## config.mk

```make
export PLATFORM = sky130hd
export DESIGN_NAME = regfile_issue_scoreboard
export DESIGN_NICKNAME = d
export VERILOG_FILES = /design/src/rtl/regfile_issue_scoreboard.sv
export SDC_FILE = /design/constraint.sdc
export NUM_CORES = 1
export LEC_CHECK = 0
export ABC_AREA = 0
export CORE_AREA = 2 2 78 80
export DETAILED_ROUTE_END_ITERATION = 7
export DIE_AREA = 0 0 80 82
export DONT_BUFFER_PORTS = 1
export PLACE_DENSITY = 0.88
export SLEW_MARGIN = 30
export SYNTH_ARGS = -nofsm -noshare
export SYNTH_HDL_FRONTEND = slang
export SYNTH_SLANG_ARGS = --single-unit
```

## constraint.sdc

```tcl
create_clock -name clk -period 5.25 [get_ports clk]
set_clock_uncertainty 0.1 [all_clocks]
set_input_delay 1.05 -clock clk [delete_from_list [all_inputs] [get_ports clk]]
set_output_delay 1.05 -clock clk [all_outputs]
set_load 0.005 [all_outputs]
```

## src/rtl/regfile_issue_scoreboard.sv

```systemverilog
`default_nettype none

`ifndef REG_NPOLY
`define REG_NPOLY 8
`endif

// ============================================================================
// Module      : regfile_issue_scoreboard
// Description : Issue scoreboard for the polynomial register file. Stalls an
//               instruction on RAW/WAW hazards against a per-register busy
//               vector and on a busy target FU. Accepted instructions drive the
//               register file source indices and pulse fu_start one cycle
//               later. FU completions are arbitrated round-robin onto the
//               register file write ports, one FU per cycle.
// Revision    : 1.0 - initial release
// ============================================================================
module regfile_issue_scoreboard #(
  parameter int REG_NPOLY = `REG_NPOLY,
  parameter int NFU       = 4,
  parameter int RIDX_W    = $clog2(REG_NPOLY),
  parameter int FID_W     = $clog2(NFU)
) (
  input  logic                 clk,
  input  logic                 rst,
  // instruction front-end
  input  logic                 in_valid,
  output logic                 in_ready,
  input  logic [RIDX_W-1:0]    in_src [4],
  input  logic [3:0]           in_src_use,
  input  logic [RIDX_W-1:0]    in_dst [2],
  input  logic [1:0]           in_dst_use,
  input  logic [FID_W-1:0]     in_fu,
  // register file read side and FU start
  output logic [RIDX_W-1:0]    src_idx [4],
  output logic [NFU-1:0]       fu_start,
  // FU completion and register file write side
  input  logic [NFU-1:0]       fu_done,
  output logic [NFU-1:0]       fu_grant,
  output logic [RIDX_W-1:0]    dest_idx [2],
  output logic [1:0]           dest_we,
  // scoreboard visibility
  output logic [REG_NPOLY-1:0] busy
);

  // --------------------------------------------------------------------------
  // State
  // --------------------------------------------------------------------------
  logic [NFU-1:0]       fu_busy;
  logic [FID_W-1:0]     rr_ptr;
  logic [RIDX_W-1:0]    rec_dst [NFU][2];
  logic [1:0]           rec_use [NFU];

  // --------------------------------------------------------------------------
  // Combinational signals
  // --------------------------------------------------------------------------
  logic                 hazard;
  logic                 accept;
  logic [NFU-1:0]       req;
  logic                 grant_found;
  logic [FID_W-1:0]     grant_id;
  logic [FID_W:0]       arb_sum;
  logic [FID_W-1:0]     arb_cand;
  logic [FID_W-1:0]     next_ptr;
  logic [REG_NPOLY-1:0] busy_next;
  logic [NFU-1:0]       fu_busy_next;

  // Hazard check against the scoreboard as held at the start of the cycle
  always_comb begin
    hazard = 1'b0;
    for (int k = 0; k < 4; k++) begin
      if (in_src_use[k] && busy[in_src[k]]) hazard = 1'b1;
    end
    for (int k = 0; k < 2; k++) begin
      if (in_dst_use[k] && busy[in_dst[k]]) hazard = 1'b1;
    end
    if (fu_busy[in_fu]) hazard = 1'b1;
    // both destinations naming one register would be a self-WAW
    if ((in_dst_use == 2'b11) && (in_dst[0] == in_dst[1])) hazard = 1'b1;
  end

  assign in_ready = ~rst & ~hazard;
  assign accept   = in_valid & in_ready;

  // A done level from an idle FU is stale and never requests the write ports
  assign req = fu_done & fu_busy;

  // Round-robin search starting at the FU after the last one granted
  always_comb begin
    grant_found = 1'b0;
    grant_id    = '0;
    arb_sum     = '0;
    arb_cand    = '0;
    for (int i = 0; i < NFU; i++) begin
      arb_sum = {1'b0, rr_ptr} + (FID_W+1)'(i);
      if (arb_sum >= (FID_W+1)'(NFU)) arb_sum = arb_sum - (FID_W+1)'(NFU);
      arb_cand = arb_sum[FID_W-1:0];
      if (!grant_found && req[arb_cand]) begin
        grant_found = 1'b1;
        grant_id    = arb_cand;
      end
    end
  end

  // Pointer advance wraps explicitly so NFU need not be a power of two
  always_comb begin
    if (grant_id == FID_W'(NFU - 1)) next_ptr = '0;
    else                             next_ptr = grant_id + FID_W'(1);
  end

  // Write-port drive from the granted FU's destination record
  always_comb begin
    fu_grant    = '0;
    dest_we     = 2'b00;
    dest_idx[0] = rec_dst[grant_id][0];
    dest_idx[1] = rec_dst[grant_id][1];
    if (grant_found && !rst) begin
      fu_grant = NFU'(1) << grant_id;
      dest_we  = rec_use[grant_id];
    end
  end

  // Next scoreboard: writeback clears first, then issue sets (never the same bit)
  always_comb begin
    busy_next    = busy;
    fu_busy_next = fu_busy;
    if (grant_found) begin
      for (int k = 0; k < 2; k++) begin
        if (rec_use[grant_id][k]) busy_next[rec_dst[grant_id][k]] = 1'b0;
      end
      fu_busy_next[grant_id] = 1'b0;
    end
    if (accept) begin
      for (int k = 0; k < 2; k++) begin
        if (in_dst_use[k]) busy_next[in_dst[k]] = 1'b1;
      end
      fu_busy_next[in_fu] = 1'b1;
    end
  end

  // Scoreboard, arbitration pointer and FU start pulse
  always_ff @(posedge clk) begin
    if (rst) begin
      busy     <= '0;
      fu_busy  <= '0;
      rr_ptr   <= '0;
      fu_start <= '0;
    end else begin
      busy     <= busy_next;
      fu_busy  <= fu_busy_next;
      if (grant_found) rr_ptr <= next_ptr;
      fu_start <= accept ? (NFU'(1) << in_fu) : '0;
    end
  end

  // Source indices are registered so the FU sees operands in its start cycle
  generate
    for (genvar k = 0; k < 4; k++) begin : g_src
      always_ff @(posedge clk) begin
        if (rst)         src_idx[k] <= '0;
        else if (accept) src_idx[k] <= in_src[k];
      end
    end
  endgenerate

  // Per-FU destination record captured at issue, consumed at writeback
  generate
    for (genvar f = 0; f < NFU; f++) begin : g_rec
      always_ff @(posedge clk) begin
        if (rst) begin
          rec_use[f]    <= 2'b00;
          rec_dst[f][0] <= '0;
          rec_dst[f][1] <= '0;
        end else if (accept && (in_fu == FID_W'(f))) begin
          rec_use[f]    <= in_dst_use;
          rec_dst[f][0] <= in_dst[0];
          rec_dst[f][1] <= in_dst[1];
        end
      end
    end
  endgenerate

endmodule

`default_nettype wire

```

# After elaboration in Yosys (flattened, before gate mapping)
# Memories as Yosys holds them, arrays and structs flattened.
# Cells that the tools add are included.
totals:
  wordCells: 197
  regBits: 30
  ramBits: 32
  n_memories: 2
op_classes:
  n_lt_le_gt_ge: 24
  add_sub_neg: 8
  muxes: 93
  reduce_logical: 27
  n_eq_ne: 6
  shift: 2
  bitwise_logic: 27
mem_list:
  columns: ["name", "words", "width", "rd", "rd_ports_with_merged_regs", "write_ports", "line", "text"]
  rows:
  - ["rec_dst", 4, 6, 1, 0, 4, "50", "logic [RIDX_W-1:0] rec_dst [NFU][2];"]
  - ["rec_use", 4, 2, 1, 0, 4, "51", "logic [1:0] rec_use [NFU];"]
op_table:
  columns: ["op", "n"]
  rows:
  - ["2-to-1 mux 8 bit", 8]
  - ["2-to-1 mux 1 bit", 43]
  - ["< comparator 3 x 4 -> 1 bit, second input constant", 8]
  - ["2-to-1 mux 2 bit", 14]
  - ["2-to-1 mux 3 bit", 8]
  - ["logical AND 1 bit", 21]
  - ["binary-select mux 1 bit (select 3 bit)", 6]
  - ["< comparator 2 x 3 -> 1 bit, second input constant", 6]
  - ["bitwise AND 8 bit", 2]
  - ["inverter 8 bit", 2]
  - ["bitwise OR 8 bit", 2]
  - ["demux 1 bit (select 3 bit)", 4]
  - ["greater-or-equal comparator 3 x 1 -> 1 bit, second input constant", 4]
  - ["2-to-1 mux 4 bit", 3]
  - ["bitwise OR 1 bit", 12]
  - ["binary-select mux 1 bit (select 2 bit)", 5]
  - ["greater-or-equal comparator 3 bit, second input constant", 3]
  - ["bitwise AND 4 bit", 2]
  - ["== test 2 bit, second input constant", 4]
  - ["<< shifter 1 x 2 -> 4 bit, first input constant", 2]
  - ["subtractor 2 x 1 -> 2 bit, second input constant", 4]
  - ["adder 2 x 2 -> 3 bit, second input constant", 2]
  - ["demux 1 bit (select 2 bit)", 2]
  - ["greater-or-equal comparator 2 x 1 -> 1 bit, second input constant", 2]
  - ["12 further kinds", 18]

# Depth between registers and ports, before layout
# An unclocked memory read counts as a cell.
depth:
  ltp_word: 32
  ltp_mapped: 10
  ltp_nobuf: 8

# Least setup slack after synthesis
# No wires, ideal clock.
synth_timing:
  path_kind: "input to output"
  startpoint: "in fu_done[1]"
  endpoint: "out dest_we[0]"
  path_slack_ps: 1325
  t_arrival_ps: 2775
  path_buffers: 2
  cell_stages: 8
  cell_sequence: "and2_4 -> a221o_1 -> nor3_4 -> buf_6 -> buf_6 -> mux2_2 -> nor2_1 -> a2111oi_0"
synth_via:
  elab_chain_len: 15
synth_lines:
  columns: ["item", "line", "text"]
  rows:
  - ["start, declared", "37", "input logic [NFU-1:0] fu_done,"]
  - ["bitwise AND 4 bit (*)", "85", "assign req = fu_done & fu_busy;"]
  - ["binary-select mux 1 bit (select 2 bit)", "97", "if (!grant_found && req[arb_cand]) begin"]
  - ["2-to-1 mux 1 bit (implied by the code)", "97", null]
  - ["2-to-1 mux 1 bit", "97", null]
  - ["zero test 1 bit", "97", null]
  - ["logical AND 1 bit", "97", null]
  - ["2-to-1 mux 1 bit", "97", null]
  - ["zero test 1 bit", "97", null]
  - ["logical AND 1 bit", "97", null]
  - ["2-to-1 mux 1 bit", "97", null]
  - ["zero test 1 bit", "97", null]
  - ["logical AND 1 bit", "97", null]
  - ["2-to-1 mux 2 bit / 2-to-1 mux 1 bit (equally long branches)", "97", null]
  - ["memory (4 x 2 bit) / logical AND 1 bit (equally long branches)", null, null]
  - ["2-to-1 mux 2 bit (*)", "116", "if (grant_found && !rst) begin"]
  - ["end, declared", "40", "output logic [1:0] dest_we,"]
# Mark *: on every way between the ends. The rest lies on a longest branch, timed or not. The select of a mux whose other input is x is not followed.

# Worst setup path after layout
layout_timing:
  startpoint: "in fu_done[1]"
  endpoint: "out dest_we[1]"
# Same word-level chain as after synthesis.

==> run metrics <==
gr usage total 0.307; Crit path largest cell delay 0.64 ns; EDFF count, synth 32; gr ovfl total 0; initial antenna violation count 0; clock slew at reported path FFs 0.06 ns; max-slew violations 0; # DRC 0; area leader, netlist edfxtp_1; Clock Sinks 62; Site Rows 28; CTS Root Cell clkbuf_8; via count approximately 3,100; ranking of synthesized cells by area edfxtp_1 25%, dfxtp_1 16%, mux2i_1 9.2%, mux4_2 7.7%, nand2_1 4.4%; crit start category input port; Hold WC Path Type flip-flop to flip-flop; syn avg cell area just over 10 um2; maximum vdd drop 0.000390 V; synth warn 0; vias in the first global route ~3,000; Antenna diodes 0; core area around 0.0057 mm2; Hold Vio Cnt, Final 0; post-route ant nets 0; CTS Buffer Depth 2; Worst-Margin Slew roughly 0.8 ns; DRT Pass-1 Iters 7; post-route setup TNS 0 ns; DIE HEIGHT 82 um; final non-filler cell total 447; Post-Place Cells approximately 430; Post-synth top cells 45 x nand2_1, 35 x mux2i_1, 32 x edfxtp_1, 30 x dfxtp_1, 24 x and3_1; pin count of the biggest net entering global routing 24; H-tree depth 3; hold buffer count at CTS 0; gpl congestion ~0.83; Die X 80 um; layout overhead on the synthesized area 7.27%; Synth Flop Type edfxtp_1; Final Setup Violations 0; die area 0.00656 mm2; Yosys cell types 60; Mapped Area 0.00382 mm2; Final period util 0.827; Data arrival, critical path 3.19 ns; global-route wire length before repair 14,900 um; setup bufs post-CTS 0; worst endpoint required time 4.10 ns; Num CTS Buffers 9; RSZ-0062 raised after global routing no; highest clock rate 230 MHz; critical path cell sequence and2_4 -> a221o_1 -> nor3_4 -> mux2_2 -> nor2_1 -> a2111oi_0 -> buf_4; initial DRC count approximately 320; number of I/O port buffers 0; max_slew headroom 0.478; Ports 70; Async SR Flop Fraction 0; CP max-delay cell nor3_4; Initial Utilization 0.665; Power Density 396 mW/mm2; per-cell routed wire length approximately 22 um; cts repair resizes 0; static leakage approximately 0.0016 uW; outcome completed; CTS tree built; layout cells sized above 1 0.132; shortest period the worst path allows 4.34 ns; total routed wirelength 9830 um; Synth Net Count 410; DP HPWL 6810 um; endpoint class of the critical path output pin; vias per cell 6.96; Max Cap Viol 0; CP Max Fanout 15; clk_lat worst skew 0.35 ns; Seq cells post-synth between 60 and 70; # fillers 414; synthesized netlist cell count 373; crit path kind input port to output pin; nets 405; most frequent cell after synthesis nand2_1; Synth top area share 0.251; sequential-to-total area share from yosys stat 0.409
## routing by layer
metal / vias to the layer above / wire length [um] / GRT usage / part of all wire
met5: - / 0 / 0 / 0
met4: 0 / 186 / 0.154 / 0.019
met3: 14 / 947 / 0.0659 / 0.096
met2: 182 / 4840 / 0.496 / 0.49
met1: 1523 / 3850 / 0.393 / 0.39
li1: 1392 / - / - / -
## worst max-delay path: cells and delay by family
family	cells	cell delay [ns]
AO/OA/AOI/OAI	2	0.83
buffers and inverters	1	0.18
multiplexers	1	0.32
AND/OR/NAND/NOR	3	0.81
## metrics by stage
step	util	worst slack (ns)	cell area [um2]	total power (uW)	hold WS, ns
after floorplan	-	1.33	3820	1010	0.368
after global placement	0.673	1.03	3860	1100	0.388
after detailed placement	0.673	0.952	3860	1120	0.404
after CTS	0.714	0.945	4100	1620	0.412
after global routing	0.714	0.826	4100	1690	0.421
final	0.714	0.908	4100	1620	0.418
## kinds of logic after synthesis
group / count (synthesis) / share of synthesized area
and+or+nand+nor: 159 / 0.224
DFF: 62 / 0.409
AOI/OAI and AO/OA: 60 / 0.127
muxes: 53 / 0.183
buffers and inverters: 32 / 0.0373
adders and majority gates: 4 / 0.0131
xor gates and xnor gates: 3 / 0.00688
## power by group
part | internal, uW | switching (uW) | total (uW) | leakage, uW
Clock | 312 | 187 | 500 | 0.000115
Sequential | 578 | 104 | 682 | 0.000577
Combinational | 209 | 232 | 441 | 0.000884
Total | 1100 | 523 | 1620 | 0.00158
## final cells by class
type / count / area, um2 / share of cell area
tap: 75 / 93.8 / 0.0229
clock inverter: 6 / 111 / 0.0272
timing repair buffer: 6 / 45.0 / 0.0110
clock buffer: 9 / 124 / 0.0302
multi-input combinational: 279 / 2130 / 0.519
inverter: 10 / 37.5 / 0.00915
sequential: 62 / 1560 / 0.381
## cells in the final DEF, fill, tap and decap left out, types with 3 or more instances in the layout
cell       synthesis  routed
a211o_1            4       4
nor2b_1           13      13
a41o_1             5       5
mux4_2            13      13
nor3_1             5       5
clkbuf_8           0       9
ha_1               4       4
nand2_1           45      45
and2_1            18      18
and3_1            24      24
edfxtp_1          32      32
o22ai_1            6       6
a21oi_1            4       4
mux2_2             5       5
nand2b_1           5       5
mux2i_1           35      35
nor2_1            19      19
buf_4              0       6
xnor2_1            3       3
dfxtp_1           30      30
inv_1              9       9
a31oi_1            3       3
a31o_1             4       4
nand4_1            3       3
a22o_1             5       5
nand3b_1           3       3
o21ai_0            3       3
bufinv_16          0       3
nand3_1            8       8
o31a_1             4       4
## final timing paths
kind                     startpoint                     endpoint  slack (ns)  depth (start not counted)
max reg2reg      busy[7]$_SDFF_PP0_  rec_dst[1][5]$_SDFFCE_PN0P_        1.88                          7
max                      fu_done[1]                   dest_we[1]        0.91                          7
min reg2reg  rr_ptr[1]$_SDFFE_PP0N_       rr_ptr[1]$_SDFFE_PP0N_        0.42                          2
min          rr_ptr[1]$_SDFFE_PP0N_       rr_ptr[1]$_SDFFE_PP0N_        0.42                          2
## sequential cells by signal, summed over array words and instances (netlist names)
name / flops
fu_start: 4
fu_busy: 4
rr_ptr: 2
busy: 8
rec_dst: 24
rec_use: 8
src_idx: 12
(Power assumes the default switching activity.)
